[src/rtl/regbag_if.sv]
// Write-back and read-port bundle of the RV32I integer register file.
// master = pipeline side (MEM/WB + ID + debug); slave = register file.
interface regbag_if #(
    parameter int XLEN = 32,
    parameter int AW   = 5
) ();
    logic            regbag_w_en;
    logic [AW-1:0]   regbag_w_addr;
    logic [XLEN-1:0] regbag_w_data;
    logic [AW-1:0]   rs1_addr;
    logic [XLEN-1:0] rs1_data;
    logic [AW-1:0]   rs2_addr;
    logic [XLEN-1:0] rs2_data;
    logic [AW-1:0]   dbg_addr;
    logic [XLEN-1:0] dbg_data;
    logic [31:0]     wr_count;
    logic [AW-1:0]   wr_last_addr;
    logic            wr_pulse;

    modport master (
        output regbag_w_en, regbag_w_addr, regbag_w_data,
        output rs1_addr, rs2_addr, dbg_addr,
        input  rs1_data, rs2_data, dbg_data,
        input  wr_count, wr_last_addr, wr_pulse
    );

    modport slave (
        input  regbag_w_en, regbag_w_addr, regbag_w_data,
        input  rs1_addr, rs2_addr, dbg_addr,
        output rs1_data, rs2_data, dbg_data,
        output wr_count, wr_last_addr, wr_pulse
    );
endinterface

[src/rtl/regbag.sv]
// RV32I integer register file: one WB write port, two ID read ports with
// optional same-cycle WB forwarding, one non-forwarding debug port, write trace.
module regbag #(
    parameter int XLEN   = 32,
    parameter int NREG   = 32,
    parameter int AW     = 5,
    parameter int BYPASS = 1
) (
    input  logic     clk,
    input  logic     rst_n,
    regbag_if.slave  bus
);
    localparam int NRD = 3;  // rs1, rs2, dbg

    logic [XLEN-1:0]          r_mem [NREG];
    logic [31:0]              r_wr_count;
    logic [AW-1:0]            r_wr_last_addr;
    logic                     r_wr_pulse;

    logic                     w_commit;
    logic [NRD-1:0][AW-1:0]   w_rd_addr;
    logic [NRD-1:0][XLEN-1:0] w_rd_data;

    // x0 writes are dropped here, so r_mem[0] stays zero and needs no read-side guard
    assign w_commit = bus.regbag_w_en && (bus.regbag_w_addr != '0);

    always_ff @(posedge clk or negedge rst_n) begin
        if (!rst_n) begin
            for (int i = 0; i < NREG; i++) r_mem[i] <= '0;
            r_wr_count     <= '0;
            r_wr_last_addr <= '0;
            r_wr_pulse     <= 1'b0;
        end else begin
            r_wr_pulse <= w_commit;
            if (w_commit) begin
                r_mem[bus.regbag_w_addr] <= bus.regbag_w_data;
                r_wr_count               <= r_wr_count + 32'd1;
                r_wr_last_addr           <= bus.regbag_w_addr;
            end
        end
    end

    assign w_rd_addr = {bus.dbg_addr, bus.rs2_addr, bus.rs1_addr};

    for (genvar p = 0; p < NRD; p++) begin : g_rd
        logic w_hit;
        // debug port (p == NRD-1) always shows the stored value
        assign w_hit = (BYPASS != 0) && (p != NRD - 1) && w_commit &&
                       (w_rd_addr[p] == bus.regbag_w_addr);
        // gate with rst_n so a forwarded write cannot leak out while reset is held
        assign w_rd_data[p] = !rst_n ? '0 :
                              w_hit  ? bus.regbag_w_data : r_mem[w_rd_addr[p]];
    end

    assign bus.rs1_data     = w_rd_data[0];
    assign bus.rs2_data     = w_rd_data[1];
    assign bus.dbg_data     = w_rd_data[2];
    assign bus.wr_count     = r_wr_count;
    assign bus.wr_last_addr = r_wr_last_addr;
    assign bus.wr_pulse     = r_wr_pulse;
endmodule

[src/flat_wrapper.sv]
// flat-port wrapper written by rule: the top's interface ports become plain ports
module regbag_flat 
#(
    parameter int XLEN   = 32,
    parameter int NREG   = 32,
    parameter int AW     = 5,
    parameter int BYPASS = 1
)
  (clk, rst_n, bus_regbag_w_en, bus_regbag_w_addr, bus_regbag_w_data, bus_rs1_addr, bus_rs2_addr, bus_dbg_addr, bus_rs1_data, bus_rs2_data, bus_dbg_data, bus_wr_count, bus_wr_last_addr, bus_wr_pulse);
  regbag_if #(.XLEN(XLEN), .AW(AW)) bus_i ();
  input  logic clk;
  input  logic rst_n;
  input wire logic [$bits(bus_i.regbag_w_en)-1:0] bus_regbag_w_en;
  input wire logic [$bits(bus_i.regbag_w_addr)-1:0] bus_regbag_w_addr;
  input wire logic [$bits(bus_i.regbag_w_data)-1:0] bus_regbag_w_data;
  input wire logic [$bits(bus_i.rs1_addr)-1:0] bus_rs1_addr;
  input wire logic [$bits(bus_i.rs2_addr)-1:0] bus_rs2_addr;
  input wire logic [$bits(bus_i.dbg_addr)-1:0] bus_dbg_addr;
  output wire logic [$bits(bus_i.rs1_data)-1:0] bus_rs1_data;
  output wire logic [$bits(bus_i.rs2_data)-1:0] bus_rs2_data;
  output wire logic [$bits(bus_i.dbg_data)-1:0] bus_dbg_data;
  output wire logic [$bits(bus_i.wr_count)-1:0] bus_wr_count;
  output wire logic [$bits(bus_i.wr_last_addr)-1:0] bus_wr_last_addr;
  output wire logic [$bits(bus_i.wr_pulse)-1:0] bus_wr_pulse;
  assign bus_i.regbag_w_en = bus_regbag_w_en;
  assign bus_i.regbag_w_addr = bus_regbag_w_addr;
  assign bus_i.regbag_w_data = bus_regbag_w_data;
  assign bus_i.rs1_addr = bus_rs1_addr;
  assign bus_i.rs2_addr = bus_rs2_addr;
  assign bus_i.dbg_addr = bus_dbg_addr;
  assign bus_rs1_data = bus_i.rs1_data;
  assign bus_rs2_data = bus_i.rs2_data;
  assign bus_dbg_data = bus_i.dbg_data;
  assign bus_wr_count = bus_i.wr_count;
  assign bus_wr_last_addr = bus_i.wr_last_addr;
  assign bus_wr_pulse = bus_i.wr_pulse;
  regbag #(.XLEN(XLEN), .NREG(NREG), .AW(AW), .BYPASS(BYPASS)) u_core (.clk(clk), .rst_n(rst_n), .bus(bus_i));
endmodule
[config.mk]
export PLATFORM = sky130hd
export DESIGN_NAME = regbag_flat
export DESIGN_NICKNAME = d
export VERILOG_FILES = /design/src/rtl/regbag_if.sv /design/src/rtl/regbag.sv /design/src/flat_wrapper.sv
export SDC_FILE = /design/constraint.sdc
export NUM_CORES = 2
export LEC_CHECK = 0
export CAP_MARGIN = 10
export CORE_MARGIN = 3
export CORE_UTILIZATION = 30
export CTS_BUF_LIST = sky130_fd_sc_hd__clkbuf_8 sky130_fd_sc_hd__clkbuf_16
export CTS_CLUSTER_SIZE = 28
export DETAILED_ROUTE_END_ITERATION = 6
export GPL_ROUTABILITY_DRIVEN = 0
export PLACE_DENSITY = 0.52
export SYNTH_ARGS = -nofsm -noshare
export SYNTH_HDL_FRONTEND = slang
export SYNTH_SLANG_ARGS = --single-unit
[constraint.sdc]
create_clock -name clk -period 3.64 [get_ports clk]
set_clock_uncertainty 0.05 [all_clocks]
set_input_delay 0.728 -clock clk [delete_from_list [all_inputs] [get_ports clk]]
set_output_delay 0.728 -clock clk [all_outputs]
set_load 0.005 [all_outputs]
---- Yosys cells after proc, flatten, opt, wreduce, memory -nomap -nowiden ----
Cells that the tools add are included.
storage, ports and cells
  bits in read-only memories .............. 0
  input bits .............................. 55
  memory bits (writable) .................. 0
  bits in registers ....................... 1062
  output and inout bits ................... 134
  memories kept ........................... 0
  logic and storage cells ................. 69
  latch bits .............................. 0
cells by class
  equal/unequal tests ..................... 2
  divide/modulo/power cells ............... 0
  shift operators ......................... 0
  magnitude comparators ................... 5
  bitwise gates (word level) .............. 4
  reduce and logical (&&, ||, !) cells .... 5
  $add $sub $neg .......................... 1
  multipliers ............................. 0
  mux-type cells .......................... 17
operator list
  cell                     count
  $bwmux W1024             1
  $bmux W32 S5             3
  $mux W32                 12
  $demux W32 S5            1
  $add A32 B1 Y32 const B  1
  $ge A6 B6 Y1 const B     4
  $not A5 Y6               4
  $eq A5 B5 Y1             2
  $lt A6 B1 Y1 const B     1
  $reduce_bool A5 Y1       1
  $logic_and A1 B1 Y1      4

---- Logic depth before layout (Yosys ltp) ----
  word-level depth ........................ 6
  depth in mapped cells ................... 11
  gate-level depth less buffers ........... 7

---- Worst setup path after synthesis ----
OpenSTA, ideal clock, no wires.
  path type ............................... input port to output port
  start ................................... input bus_dbg_addr[0]
  end ..................................... output bus_dbg_data[8]
  arrival ................................. 2.483 ns
  stages on the path ...................... 7
  path buffers ............................ 3
  setup slack ............................. 0.379 ns
  data required time ...................... 2.862 ns
  cell sequence ........................... clkbuf_1 buf_2 buf_2 mux4_2 mux4_2 mux2i_1 nor2b_1
on the way
  longest elaborated chain between the ends .. 5
RTL lines
  element                                      line                source
  start: declaration                           flat_wrapper.sv:18  input wire logic [$bits(bus_i.dbg_addr)-1:0] bus_dbg_addr;
  $not A5 Y6 (not written as such)             regbag.sv:52        w_hit ? bus.regbag_w_data : r_mem[w_rd_addr[p]];
  $bmux W32 S5                                 regbag.sv:52
  $mux W32 (not written as such) (2 in a row)  regbag.sv:52
  $mux W32                                     regbag.sv:51        assign w_rd_data[p] = !rst_n ? '0 :
  end: declaration                             flat_wrapper.sv:21  output wire logic [$bits(bus_i.dbg_data)-1:0] bus_dbg_data;
No other way between the ends. The select of a mux whose other input is x is not followed.

---- Worst setup path after layout ----
  start ................................... input bus_dbg_addr[0]
  end ..................................... output bus_dbg_data[20]
The elaborated chain is that of the path after synthesis.

==> out/qor.yml <==
outcome:
  status: "finished, violations left"
  violations: "negative hold slack, negative setup slack"
logic_synthesis:
  synth-seq-cells: 1062
  seq_area_frac_synth: 0.405
  synth_ff_type: "dfrtp_1"
  ys_warn_count: 0
  synth_top_cell_area_share: 0.405
  syn-cell-area_sq_um: 65700
  synth.distinct_cells: 58
  syn_avg_cell_area_sq_um: 13.9
  async_flop_share: 1.00
  synth_edf_count: 0
  synth_cells: 4732
  syn-num-nets: 4788
  yosys.area.top_type: "dfrtp_1"
  yosys-top-cells-area: "dfrtp_1 (40%), mux4_2 (21%), mux2_2 (11%)"
floorplanning:
  initial_core_util: 0.302
  die_y_um: 474
  core_sq_um: 217000
  io_pins: 189
  rows: 171
  dieWidth_um: 474
  die_area_sq_um: 225000
critical_path:
  worstReg2RegEnd: "u_core.bus.wr_count[21]$_DFFE_PN0P_"
  crit_path_end: "bus_dbg_data[20]"
  max_stage_delay_ns: 0.51
  critical-path-top-delay-family: "multiplexers"
  r2r_setup_slack_ns: 1.20
  start_kind: "primary input"
  path_cells: "buf_16, buf_16, buf_12, buf_12, buf_8, buf_12, buf_6, mux4_2, mux4_2, mux2i_4, nor2b_1, buf_2"
  worstPathRequired_ns: 2.86
  reg2reg_depth: 6
  critPathBufInv: 8
  crit_path_start: "bus_dbg_addr[0]"
  crit_slowest_cell: "mux4_2"
  cp.depth: 12
  crit_fanout: 6
  critPathArrivalTime_ns: 3.06
  end_kind: "primary output"
  crit_type: "primary input to primary output"
  cp_common_cell: "buf_12"
  r2r_start: "u_core.bus.wr_count[4]$_DFFE_PN0P_"
layout:
  layout-drive-gt1-share: 0.521
  area_growth_pct: 32.3
  multi_input_area_sq_um: 38500
  final_nets: 5579
  fin_cells: 8480
  num-fill-cells: 20300
  register_area_sq_um: 26600
cts:
  clockRootBuffer: "clkbuf_16"
  cts_num_sinks: 1062
  tritoncts: "built"
  cts_buffers: 131
  worstSkewPairLatency_ns: 0.79
  clk_pin_slew_worst_paths_ns: 0.06
  htree_levels: 4
  clockBufferDepth: 3
route:
  drt-wirelength-per-cell_um: 34.1
  drt_iter0_drc: 5363
  drc: 0
  ant_nets: 0
  routed_wl_um: 289000
  vias_per_cell: 6.05
  vias: 51300
  dr.pass1.iters: 7
sta:
  tightestPinTransition_ns: 0.957
  timing.fmax_mhz: 260
  hold_violations: 5
  rsz0062_at_grt: "true"
  slew_headroom: 0.362
  finalCriticalPeriod_ns: 3.84
  finalWorstSetupSlack_ns: -0.199
  finalSetupViolCount: 42
  finalMaxSlewViolations: 0
  whs_ns: -0.0254
  finalSetupTns_ns: -2.86
  period_share: 1.05
power:
  switching_share: 0.308
  irDropWorstVdd_mv: 0.349
  combPwrFrac: 0.275
  power_density_nw_per_um2: 473
  power_frac_clock: 0.329
  leakagePower_nw: 37.7
  pwr-share-seq: 0.397
  intPower_mw: 28.4
  p_sw_mw: 12.7
  power_mw: 41.1
place:
  dp_cells: 7958
  hpwl_um: 190000
  numPortBuffers: 188
global_routing:
  grt_pass1_wl_um: 404000
  grt_max_degree: 102
  grt_overflow: 0
  grt_pass1_vias: 51300
  track_usage: 0.252
  antenna_found_initial: 5
min_path:
  hp-class: "primary input to async pin"
run:
  drv_cap: 0
==> registers in the layout, indices dropped and copies added (netlist names) <==
| signal | flops |
|---|---|
| u_core.r_mem | 1024 |
| u_core.bus.wr_last_addr | 5 |
| u_core.bus.wr_pulse | 1 |
| u_core.bus.wr_count | 32 |
==> Yosys cell counts, drive strengths merged, types with 20 or more instances <==
cell and count:
xnor2 30, nor2 79, o211ai 23, a221oi 130, buf 274, a21oi 72, mux4 621, nand3 57
nor3 28, dfrtp 1062, a211oi 33, nand2 114, clkbuf 279, o21ai 137, nor2b 39, a22oi 103
mux2 992, mux2i 463, and3 20, a221o 66
==> power by group through the flow <==
stage                     registers (mW)  logic, mW  clock network (mW)
after CTS                           16.2       10.9                13.7
after global placement              16.2       10.0                   0
after floorplan                     15.6       6.64                   0
after global routing                16.6       11.9                14.2
after detailed placement            16.4       10.2                   0
final                               16.3       11.3                13.5
==> kinds of logic (layout without fill, tap and decap cells) <==
logic type,count (synthesis),after routing,share of synthesized area
and+or+nand+nor,391,391,0.0288
buffers and inverters,560,1449,0.0405
xor gates and xnor gates,41,41,0.00547
muxes,2076,2076,0.454
DFF,1062,1062,0.405
other,0,5,0
AOI/OAI and AO/OA,601,601,0.0668
adders and majority gates,1,1,0.000190
==> cells in the final DEF (no fill, tap or decap), types with 12 or more instances in the layout <==
| cell | Yosys | final |
|---|---|---|
| a211oi_2 | 0 | 23 |
| a21oi_1 | 72 | 40 |
| a21oi_2 | 0 | 30 |
| a221o_1 | 66 | 60 |
| a221oi_1 | 129 | 69 |
| a221oi_2 | 1 | 60 |
| a22oi_1 | 103 | 64 |
| a22oi_2 | 0 | 39 |
| and3_1 | 20 | 20 |
| buf_12 | 0 | 226 |
| buf_16 | 0 | 36 |
| buf_2 | 101 | 63 |
| buf_4 | 67 | 598 |
| buf_6 | 22 | 117 |
| buf_8 | 1 | 48 |
| clkbuf_16 | 0 | 146 |
| clkbuf_8 | 0 | 31 |
| clkdlybuf4s50_1 | 0 | 70 |
| clkinv_2 | 0 | 14 |
| dfrtp_1 | 1062 | 1062 |
| inv_1 | 5 | 28 |
| mux2_1 | 358 | 358 |
| mux2_2 | 634 | 634 |
| mux2i_1 | 463 | 435 |
| mux2i_2 | 0 | 17 |
| mux4_2 | 621 | 621 |
| nand2_1 | 114 | 96 |
| nand2_4 | 0 | 16 |
| nand3_1 | 57 | 53 |
| nor2_1 | 79 | 55 |
| nor2_4 | 0 | 23 |
| nor2b_1 | 39 | 21 |
| nor3_1 | 27 | 16 |
| nor3_2 | 1 | 12 |
| o211ai_1 | 23 | 23 |
| o21ai_0 | 46 | 23 |
| o21ai_1 | 91 | 75 |
| o21ai_2 | 0 | 33 |
| xnor2_1 | 30 | 25 |
==> worst min path at each step <==
stage / from / end / slack [ns] / depth (start not counted)
CTS: rst_n / u_core.r_mem[655]$_DFFE_PN0P_ / 0.02 / 2
global route: rst_n / u_core.r_mem[687]$_DFFE_PN0P_ / 0.06 / 2
detailed placement: u_core.r_mem[992]$_DFFE_PN0P_ / u_core.r_mem[992]$_DFFE_PN0P_ / 0.36 / 0
finish: rst_n / u_core.r_mem[687]$_DFFE_PN0P_ / -0.03 / 2
global placement: u_core.r_mem[1021]$_DFFE_PN0P_ / u_core.r_mem[1021]$_DFFE_PN0P_ / 0.35 / 0
floorplan: rst_n / u_core.bus.wr_count[0]$_DFFE_PN0P_ / 0.38 / 0
==> final cells by class <==
cell class,count,area share
Antenna cell,5,0.000144
Sequential cell,1062,0.306
Clock inverter,67,0.00726
Clock buffer,164,0.0432
Multi-Input combinational cell,3110,0.443
Tap cell,2854,0.0411
Inverter,7,0.000461
Timing Repair Buffer,1211,0.159
==> per-layer routing <==
layer / part of all wire / vias up / global-route usage
li1: - / 20300 / -
met2: 0.45 / 2641 / 0.386
met4: 0.059 / 4 / 0.126
met1: 0.41 / 27700 / 0.337
met3: 0.085 / 679 / 0.0544
met5: 0.000076 / - / 0
==> through the flow <==
stage,utilization,worst slack (ns),instance area [sq um]
after global placement,0.354,-0.988,76900
after detailed placement,0.354,-0.950,76900
after CTS,0.390,-0.319,84900
after global routing,0.400,-0.242,86900
final,0.400,-0.199,86900
after floorplan,-,0.379,65700
==> what timing repair did <==
action	CTS	global route
hold buffers	2	0
cloned	17	13
hold endpoints to repair	8	0
setup buffers	182	126
resized for setup	741	297
endpoints found under the setup margin	96	94
pin swaps	110	110
Power figures use the tool's default switching activity.
